--- src/rtl/nco_phase_disc_if.sv ---
// nco_phase_disc_if
//   Sample/result bundle for the CORDIC phase discriminator.
//   master : sample source / result sink (drives in_valid, sin_i, cos_i)
//   slave  : discriminator (drives in_ready and all result signals)
//   Signals:
//     in_valid, in_ready   sample handshake
//     sin_i, cos_i         signed Q / I samples, mpr bits
//     out_valid            one-enabled-cycle result strobe
//     phase_o, phi_inc_o   phase word and phase increment, apr bits
//     mag_o                unsigned magnitude, mpr+1 bits
//     zero_o               sample was (0,0)
`timescale 1ns/1ps
interface nco_phase_disc_if #(
   parameter int mpr = 16,
   parameter int apr = 32
);
   logic                  in_valid;
   logic                  in_ready;
   logic signed [mpr-1:0] sin_i;
   logic signed [mpr-1:0] cos_i;
   logic                  out_valid;
   logic [apr-1:0]        phase_o;
   logic [apr-1:0]        phi_inc_o;
   logic [mpr:0]          mag_o;
   logic                  zero_o;

   modport master (
      output in_valid, sin_i, cos_i,
      input  in_ready, out_valid, phase_o, phi_inc_o, mag_o, zero_o
   );

   modport slave (
      input  in_valid, sin_i, cos_i,
      output in_ready, out_valid, phase_o, phi_inc_o, mag_o, zero_o
   );
endinterface

--- src/rtl/nco_phase_disc.sv ---
// nco_phase_disc
//   Recovers the NCO phase word from an I/Q sample pair with an iterative
//   CORDIC vectoring engine, plus the phase increment from the previous
//   sample (same units as the NCO increment input) and the vector magnitude.
//   One sample per iters+2 enabled cycles; result iters+1 enabled edges
//   after the accept edge.
//   Ports:
//     clk    clock
//     reset  synchronous active-high reset (priority over clken)
//     clken  clock enable; 0 freezes every register
//     bus    nco_phase_disc_if.slave: in_valid/in_ready/sin_i/cos_i in,
//            out_valid/phase_o/phi_inc_o/mag_o/zero_o out
//   Optional build macro NCO_DISC_MAG_COMP_EN: scales mag_o by the CORDIC
//   gain compensation (~0.6074) so it tracks the true |I,Q|; otherwise mag_o
//   is the raw CORDIC x (~1.6468*|I,Q|).
`timescale 1ns/1ps
module nco_phase_disc #(
   parameter int mpr   = 16,
   parameter int apr   = 32,
   parameter int iters = 16
) (
   input  logic            clk,
   input  logic            reset,
   input  logic            clken,
   nco_phase_disc_if.slave bus
);

   // Two guard bits: negating -2^(mpr-1) and the ~1.65 CORDIC gain both fit.
   localparam int XW = mpr + 2;
   localparam int KW = $clog2(iters);
   localparam logic [KW-1:0] K_LAST = KW'(iters - 1);

   localparam logic [1:0] S_IDLE = 2'd0;
   localparam logic [1:0] S_ROT  = 2'd1;
   localparam logic [1:0] S_DONE = 2'd2;

   // round(atan(2^-k) * 2^apr / (2*pi)), evaluated at elaboration only.
   function automatic logic [apr-1:0] atan_entry(input int k);
      real r;
      r = $atan(1.0 / (2.0 ** k)) * (2.0 ** apr) / (2.0 * 3.14159265358979323846);
      return apr'(longint'($floor(r + 0.5)));
   endfunction

   // Final magnitude scaling, truncated to the output width.
   function automatic logic [mpr:0] mag_scale(input logic signed [XW-1:0] x);
`ifdef NCO_DISC_MAG_COMP_EN
      return (mpr+1)'((x >>> 1) + (x >>> 3) - (x >>> 6) - (x >>> 9));
`else
      return (mpr+1)'(x);
`endif
   endfunction

   logic [apr-1:0] atan_tab [iters];

   for (genvar g = 0; g < iters; g++) begin : g_atan
      localparam logic [apr-1:0] AVAL = atan_entry(g);
      assign atan_tab[g] = AVAL;
   end

   logic [1:0]           state;
   logic                 accept;
   logic signed [XW-1:0] i_ext, q_ext;
   logic signed [XW-1:0] xs, ys;
   logic [apr-1:0]       phase_eff;

   logic signed [XW-1:0] x_p0, y_p0;
   logic [apr-1:0]       z_p0;
   logic [KW-1:0]        k_p0;
   logic                 zero_p0;

   logic                 first_smp;
   logic [apr-1:0]       prev_phase;
   logic                 out_valid_r;
   logic [apr-1:0]       phase_r, inc_r;
   logic [mpr:0]         mag_r;
   logic                 zero_r;

   assign accept = (state == S_IDLE) && bus.in_valid;

   always_comb begin
      i_ext     = {{2{bus.cos_i[mpr-1]}}, bus.cos_i};
      q_ext     = {{2{bus.sin_i[mpr-1]}}, bus.sin_i};
      xs        = x_p0 >>> k_p0;
      ys        = y_p0 >>> k_p0;
      // A (0,0) sample leaves y at 0 so z would drift by the whole table;
      // report phase 0 instead and let the differencer use that.
      phase_eff = zero_p0 ? '0 : z_p0;
   end

   // ---- accept / micro-rotation stage ----
   always_ff @(posedge clk) begin
      if (clken) begin
         if (accept) begin
            // Fold the left half-plane onto the right one with a 180 deg offset.
            if (i_ext[XW-1]) begin
               x_p0 <= -i_ext;
               y_p0 <= -q_ext;
               z_p0 <= {1'b1, {(apr-1){1'b0}}};
            end else begin
               x_p0 <= i_ext;
               y_p0 <= q_ext;
               z_p0 <= '0;
            end
            k_p0    <= '0;
            zero_p0 <= (bus.cos_i == '0) && (bus.sin_i == '0);
         end else if (state == S_ROT) begin
            if (!y_p0[XW-1]) begin
               x_p0 <= x_p0 + ys;
               y_p0 <= y_p0 - xs;
               z_p0 <= z_p0 + atan_tab[k_p0];
            end else begin
               x_p0 <= x_p0 - ys;
               y_p0 <= y_p0 + xs;
               z_p0 <= z_p0 - atan_tab[k_p0];
            end
            k_p0 <= k_p0 + KW'(1);
         end
      end
   end

   // ---- sequencing and result stage ----
   always_ff @(posedge clk) begin
      if (reset) begin
         state       <= S_IDLE;
         out_valid_r <= 1'b0;
         phase_r     <= '0;
         inc_r       <= '0;
         mag_r       <= '0;
         zero_r      <= 1'b0;
         first_smp   <= 1'b1;
         prev_phase  <= '0;
      end else if (clken) begin
         out_valid_r <= 1'b0;
         case (state)
            S_IDLE: begin
               if (bus.in_valid) state <= S_ROT;
            end
            S_ROT: begin
               if (k_p0 == K_LAST) state <= S_DONE;
            end
            S_DONE: begin
               phase_r     <= phase_eff;
               inc_r       <= first_smp ? '0 : phase_eff - prev_phase;
               prev_phase  <= phase_eff;
               first_smp   <= 1'b0;
               mag_r       <= mag_scale(x_p0);
               zero_r      <= zero_p0;
               out_valid_r <= 1'b1;
               state       <= S_IDLE;
            end
            default: state <= S_IDLE;
         endcase
      end
   end

   assign bus.in_ready  = (state == S_IDLE);
   assign bus.out_valid = out_valid_r;
   assign bus.phase_o   = phase_r;
   assign bus.phi_inc_o = inc_r;
   assign bus.mag_o     = mag_r;
   assign bus.zero_o    = zero_r;

endmodule

--- src/flat_wrapper.sv ---
// flat-port wrapper written by rule: the top's interface ports become plain ports
module nco_phase_disc_flat 
#(
   parameter int mpr   = 16,
   parameter int apr   = 32,
   parameter int iters = 16
)
  (clk, reset, clken, bus_in_valid, bus_sin_i, bus_cos_i, bus_in_ready, bus_out_valid, bus_phase_o, bus_phi_inc_o, bus_mag_o, bus_zero_o);
  nco_phase_disc_if #(.mpr(mpr), .apr(apr)) bus_i ();
  input  logic clk;
  input  logic reset;
  input  logic clken;
  input wire logic [$bits(bus_i.in_valid)-1:0] bus_in_valid;
  input wire logic [$bits(bus_i.sin_i)-1:0] bus_sin_i;
  input wire logic [$bits(bus_i.cos_i)-1:0] bus_cos_i;
  output wire logic [$bits(bus_i.in_ready)-1:0] bus_in_ready;
  output wire logic [$bits(bus_i.out_valid)-1:0] bus_out_valid;
  output wire logic [$bits(bus_i.phase_o)-1:0] bus_phase_o;
  output wire logic [$bits(bus_i.phi_inc_o)-1:0] bus_phi_inc_o;
  output wire logic [$bits(bus_i.mag_o)-1:0] bus_mag_o;
  output wire logic [$bits(bus_i.zero_o)-1:0] bus_zero_o;
  assign bus_i.in_valid = bus_in_valid;
  assign bus_i.sin_i = bus_sin_i;
  assign bus_i.cos_i = bus_cos_i;
  assign bus_in_ready = bus_i.in_ready;
  assign bus_out_valid = bus_i.out_valid;
  assign bus_phase_o = bus_i.phase_o;
  assign bus_phi_inc_o = bus_i.phi_inc_o;
  assign bus_mag_o = bus_i.mag_o;
  assign bus_zero_o = bus_i.zero_o;
  nco_phase_disc #(.mpr(mpr), .apr(apr), .iters(iters)) u_core (.clk(clk), .reset(reset), .clken(clken), .bus(bus_i));
endmodule
--- config.mk ---
export PLATFORM = sky130hd
export DESIGN_NAME = nco_phase_disc_flat
export DESIGN_NICKNAME = d
export VERILOG_FILES = /design/src/rtl/nco_phase_disc_if.sv /design/src/rtl/nco_phase_disc.sv /design/src/flat_wrapper.sv
export SDC_FILE = /design/constraint.sdc
export NUM_CORES = 1
export LEC_CHECK = 0
export ABC_CLOCK_PERIOD_IN_PS = 6300
export BUFFER_PORTS_ARGS = -buffer_cell sky130_fd_sc_hd__buf_2
export CORE_MARGIN = 8
export CORE_UTILIZATION = 62
export CTS_CLUSTER_DIAMETER = 80
export DETAILED_ROUTE_END_ITERATION = 6
export GPL_ROUTABILITY_DRIVEN = 0
export GPL_TIMING_DRIVEN = 0
export PLACE_DENSITY = 0.82
export SYNTH_ARGS = -nofsm -noshare
export SYNTH_HDL_FRONTEND = slang
export SYNTH_SLANG_ARGS = --single-unit
--- constraint.sdc ---
create_clock -name clk -period 6.3 [get_ports clk]
set_clock_uncertainty 0.15 [all_clocks]
set_input_delay 0.315 -clock clk [delete_from_list [all_inputs] [get_ports clk]]
set_output_delay 0.315 -clock clk [all_outputs]
set_load 0.05 [all_outputs]
==> impl_metrics.toml <==
[run_status]
run_status = "finished clean"

[detailed_routing]
wl_um = 46000
drtIter0Drc = 1530
routed_via_density = 6.481
first_pass_iters = 6
wl_per_cell_um = 19.97
vias = 14930
drc = 0
ant_nets = 0

[critical_path]
cp.required_ns = 6.29
start_kind = "flop"
slowest_delay_ns = 0.48
cp.arrival_ns = 6.00
crit_chain = "buf_6 > buf_8 > buf_6 > buf_4 > buf_2 > nand2_1 > o22ai_1 > a31oi_1 > nor4_2 > nor2b_4 > a21oi_4 > xnor2_1 > ha_1 > a21oi_1 > o21ai_0 > a21o_1 > a2111o_1 > o211ai_1 > o21ai_1 > a2111oi_2 > or3_1 > a21oi_1"
cp_max_fo = 10
slowest_stage = "edfxtp_1"
endpoint_kind = "flop"
worstSetupPathType = "flop to flop"

[logic_synthesis]
syn_nets = 1984
async_reset_ff_frac = 0
syn_area_mm2 = 0.01482
ys_seq_elements = 159
netlist_instances = 1834
synth_edf_count = 73
yosys_warnings = 0
synth_ff_type = "dfxtp_1"
avgSynthCellArea_um2 = 8.082
ys_types = 76
seq_area_frac_synth = 0.2640

[die]
die_w_um = 170.6
die_area_mm2 = 0.02911
core_mm2 = 0.02347
fp-row-count = 56
io_pins = 120
initial_core_util = 0.6315
die_height_um = 170.6

[sta]
finalSetupViolCount = 0
hold_violations = 0
tightest_slew_ns = 1.059
max_freq_ghz = 0.1666
holdWs_ns = 0.06200
tns_ns = 0
period_minus_slack_ns = 6.003
rsz0062_at_grt = "no"
finalCritPeriodShare = 0.9529
slew-limit-headroom = 0.2938
timing.final.max_slew_violations = 0

[grt]
antenna_found_initial = 0
grt_overflow = 0
grt_pass1_vias = 14170
grt_usage = 0.3102
grt_pass1_wl_um = 72100
grt_max_degree = 49

[placement]
hpwlAfterDp_um = 34960
port_buffers = 117

[clock_network]
clock-sinks = 159
cts_root_buf = "clkbuf_16"
cts_buffer_depth = 2
cts_hold_buf = 0
cts_max_level = 4
cts_tree = "built"
numCtsBuffers = 17
clkLatencyLatePin_ns = 0.45
clkTransAtPathRegs_ns = 0.07

[power]
p_leak_uw = 0.006629
ir_worst_vdd_mv = 0.1898
p_per_area_mw_per_mm2 = 323.0

[layout]
diodes = 0
n_fill_cell = 1877
drive_above_1_share = 0.1240
area_growth_pct = 11.23
nNetsFinal = 2122

[hold_path]
hp-class = "input port to flop"

[job]
maxCapViolCount = 0
## placed cells by master, fill, tap and decap left out, types with 29 or more instances in the layout
cell type	synthesis	routed
edfxtp_1	73	73
a21oi_1	191	189
o21ai_0	110	108
clkbuf_1	70	69
nor2_1	159	159
mux4_2	34	34
inv_1	83	83
mux2i_1	29	29
dfxtp_1	86	86
buf_2	15	132
a21o_1	42	42
xor2_1	57	57
nand2_1	232	231
ha_1	110	110
xnor2_1	94	94
nor3_1	35	34
nor2b_1	50	49
## registers in the layout (all words and copies together), names as in the netlist
signal                flops
u_core.bus.phi_inc_o     32
u_core.prev_phase        32
u_core.z_p0              32
u_core.x_p0              18
u_core.y_p0              18
u_core.bus.mag_o         17
u_core.k_p0               4
u_core.state              2
u_core.bus.out_valid      1
u_core.bus.zero_o         1
u_core.first_smp          1
u_core.zero_p0            1
## worst paths after layout
path,startpoint,endpoint,slack (ns),cells after the start
worst min-delay path,clken,u_core.bus.out_valid,0.06,3
worst max register to register,u_core.k_p0[0],u_core.z_p0[28],0.30,22
worst min register to register,u_core.bus.phi_inc_o[23],u_core.bus.phi_inc_o[23],0.30,2
worst max-delay path,u_core.k_p0[0],u_core.z_p0[28],0.30,22
## power by group
part / switching (uW) / internal [uW] / leakage (uW)
Combinational: 1630 / 1210 / 0.00494
Clock: 504 / 568 / 0.000295
Sequential: 157 / 1260 / 0.00139
## cell usage after synthesis, types with 15 or more instances
cell,count,area share
a211oi_1,16,0.0081
a21o_1,42,0.021
a21oi_1,191,0.064
a22oi_1,18,0.0091
a31oi_1,17,0.0072
buf_2,15,0.0051
clkbuf_1,70,0.018
dfxtp_1,86,0.12
edfxtp_1,73,0.15
ha_1,110,0.093
inv_1,83,0.021
mux2i_1,29,0.020
mux4_2,34,0.052
nand2_1,232,0.059
nand2b_1,23,0.0097
nand3_1,24,0.0081
nor2_1,159,0.040
nor2b_1,50,0.021
nor3_1,35,0.012
o211ai_1,19,0.0096
o21a_1,15,0.0076
o21ai_0,110,0.037
or2_2,16,0.0068
or3_1,16,0.0068
xnor2_1,94,0.056
xor2_1,57,0.034
## layout make-up
type,count,area (um^2),area share
well taps,319,399.1,0.02421
multi-input cells,1493,10220,0.6196
clock inverters,12,118.9,0.007209
clock buffers,19,475.5,0.02884
repair buffers,119,620.6,0.03764
flip-flops and latches,159,3914,0.2374
plain buffers,99,432.9,0.02626
inverters,83,311.5,0.01890
## cells by family after synthesis
| kind of cell | share of synthesized area |
|---|---|
| AND/OR/NAND/NOR | 0.1960 |
| AO/OA/AOI/OAI | 0.2243 |
| buffers and inverters | 0.05014 |
| flip-flops | 0.2640 |
| XOR/XNOR | 0.08922 |
| adder cells (fa/ha/maj) | 0.09825 |
| multiplexers | 0.07808 |
## critical path, delay by kind of cell (launching register included)
family | cells | cell delay [ns]
buffers and inverters | 5 | 1.12
DFF | 1 | 0.48
AOI/OAI and AO/OA | 11 | 2.40
and+or+nand+nor | 4 | 1.00
adders and majority gates | 1 | 0.31
xor gates and xnor gates | 1 | 0.23
## per-stage QoR
step	instances	utilization	cell area (um^2)	total power [uW]	setup slack [ns]
3_3_place_gp	2270	0.6735	15810	4067	-0.07144
4_1_cts	2302	0.7009	16450	5222	0.04671
3_5_place_dp	2271	0.6749	15840	4149	-0.1805
6_report	2303	0.7025	16490	5327	0.2970
5_1_grt	2303	0.7025	16490	5643	0.04156
2_1_floorplan	1834	-	14820	3550	1.034
## per-layer routing
layer / GRT usage / up-vias / share of wire
met1: 0.3626 / 6869 / 0.38
met5: 0 / - / 0
met4: 0.2014 / 0 / 0.070
li1: - / 6906 / -
met2: 0.5037 / 915 / 0.45
met3: 0.07605 / 235 / 0.10
## timing repair
item,in CTS,in global routing
pin swaps,0,1
buffers inserted,0,1
endpoints found under the setup margin,1,5
gates resized for setup,5,9
Note: power is estimated with default switching activity, not from simulation.
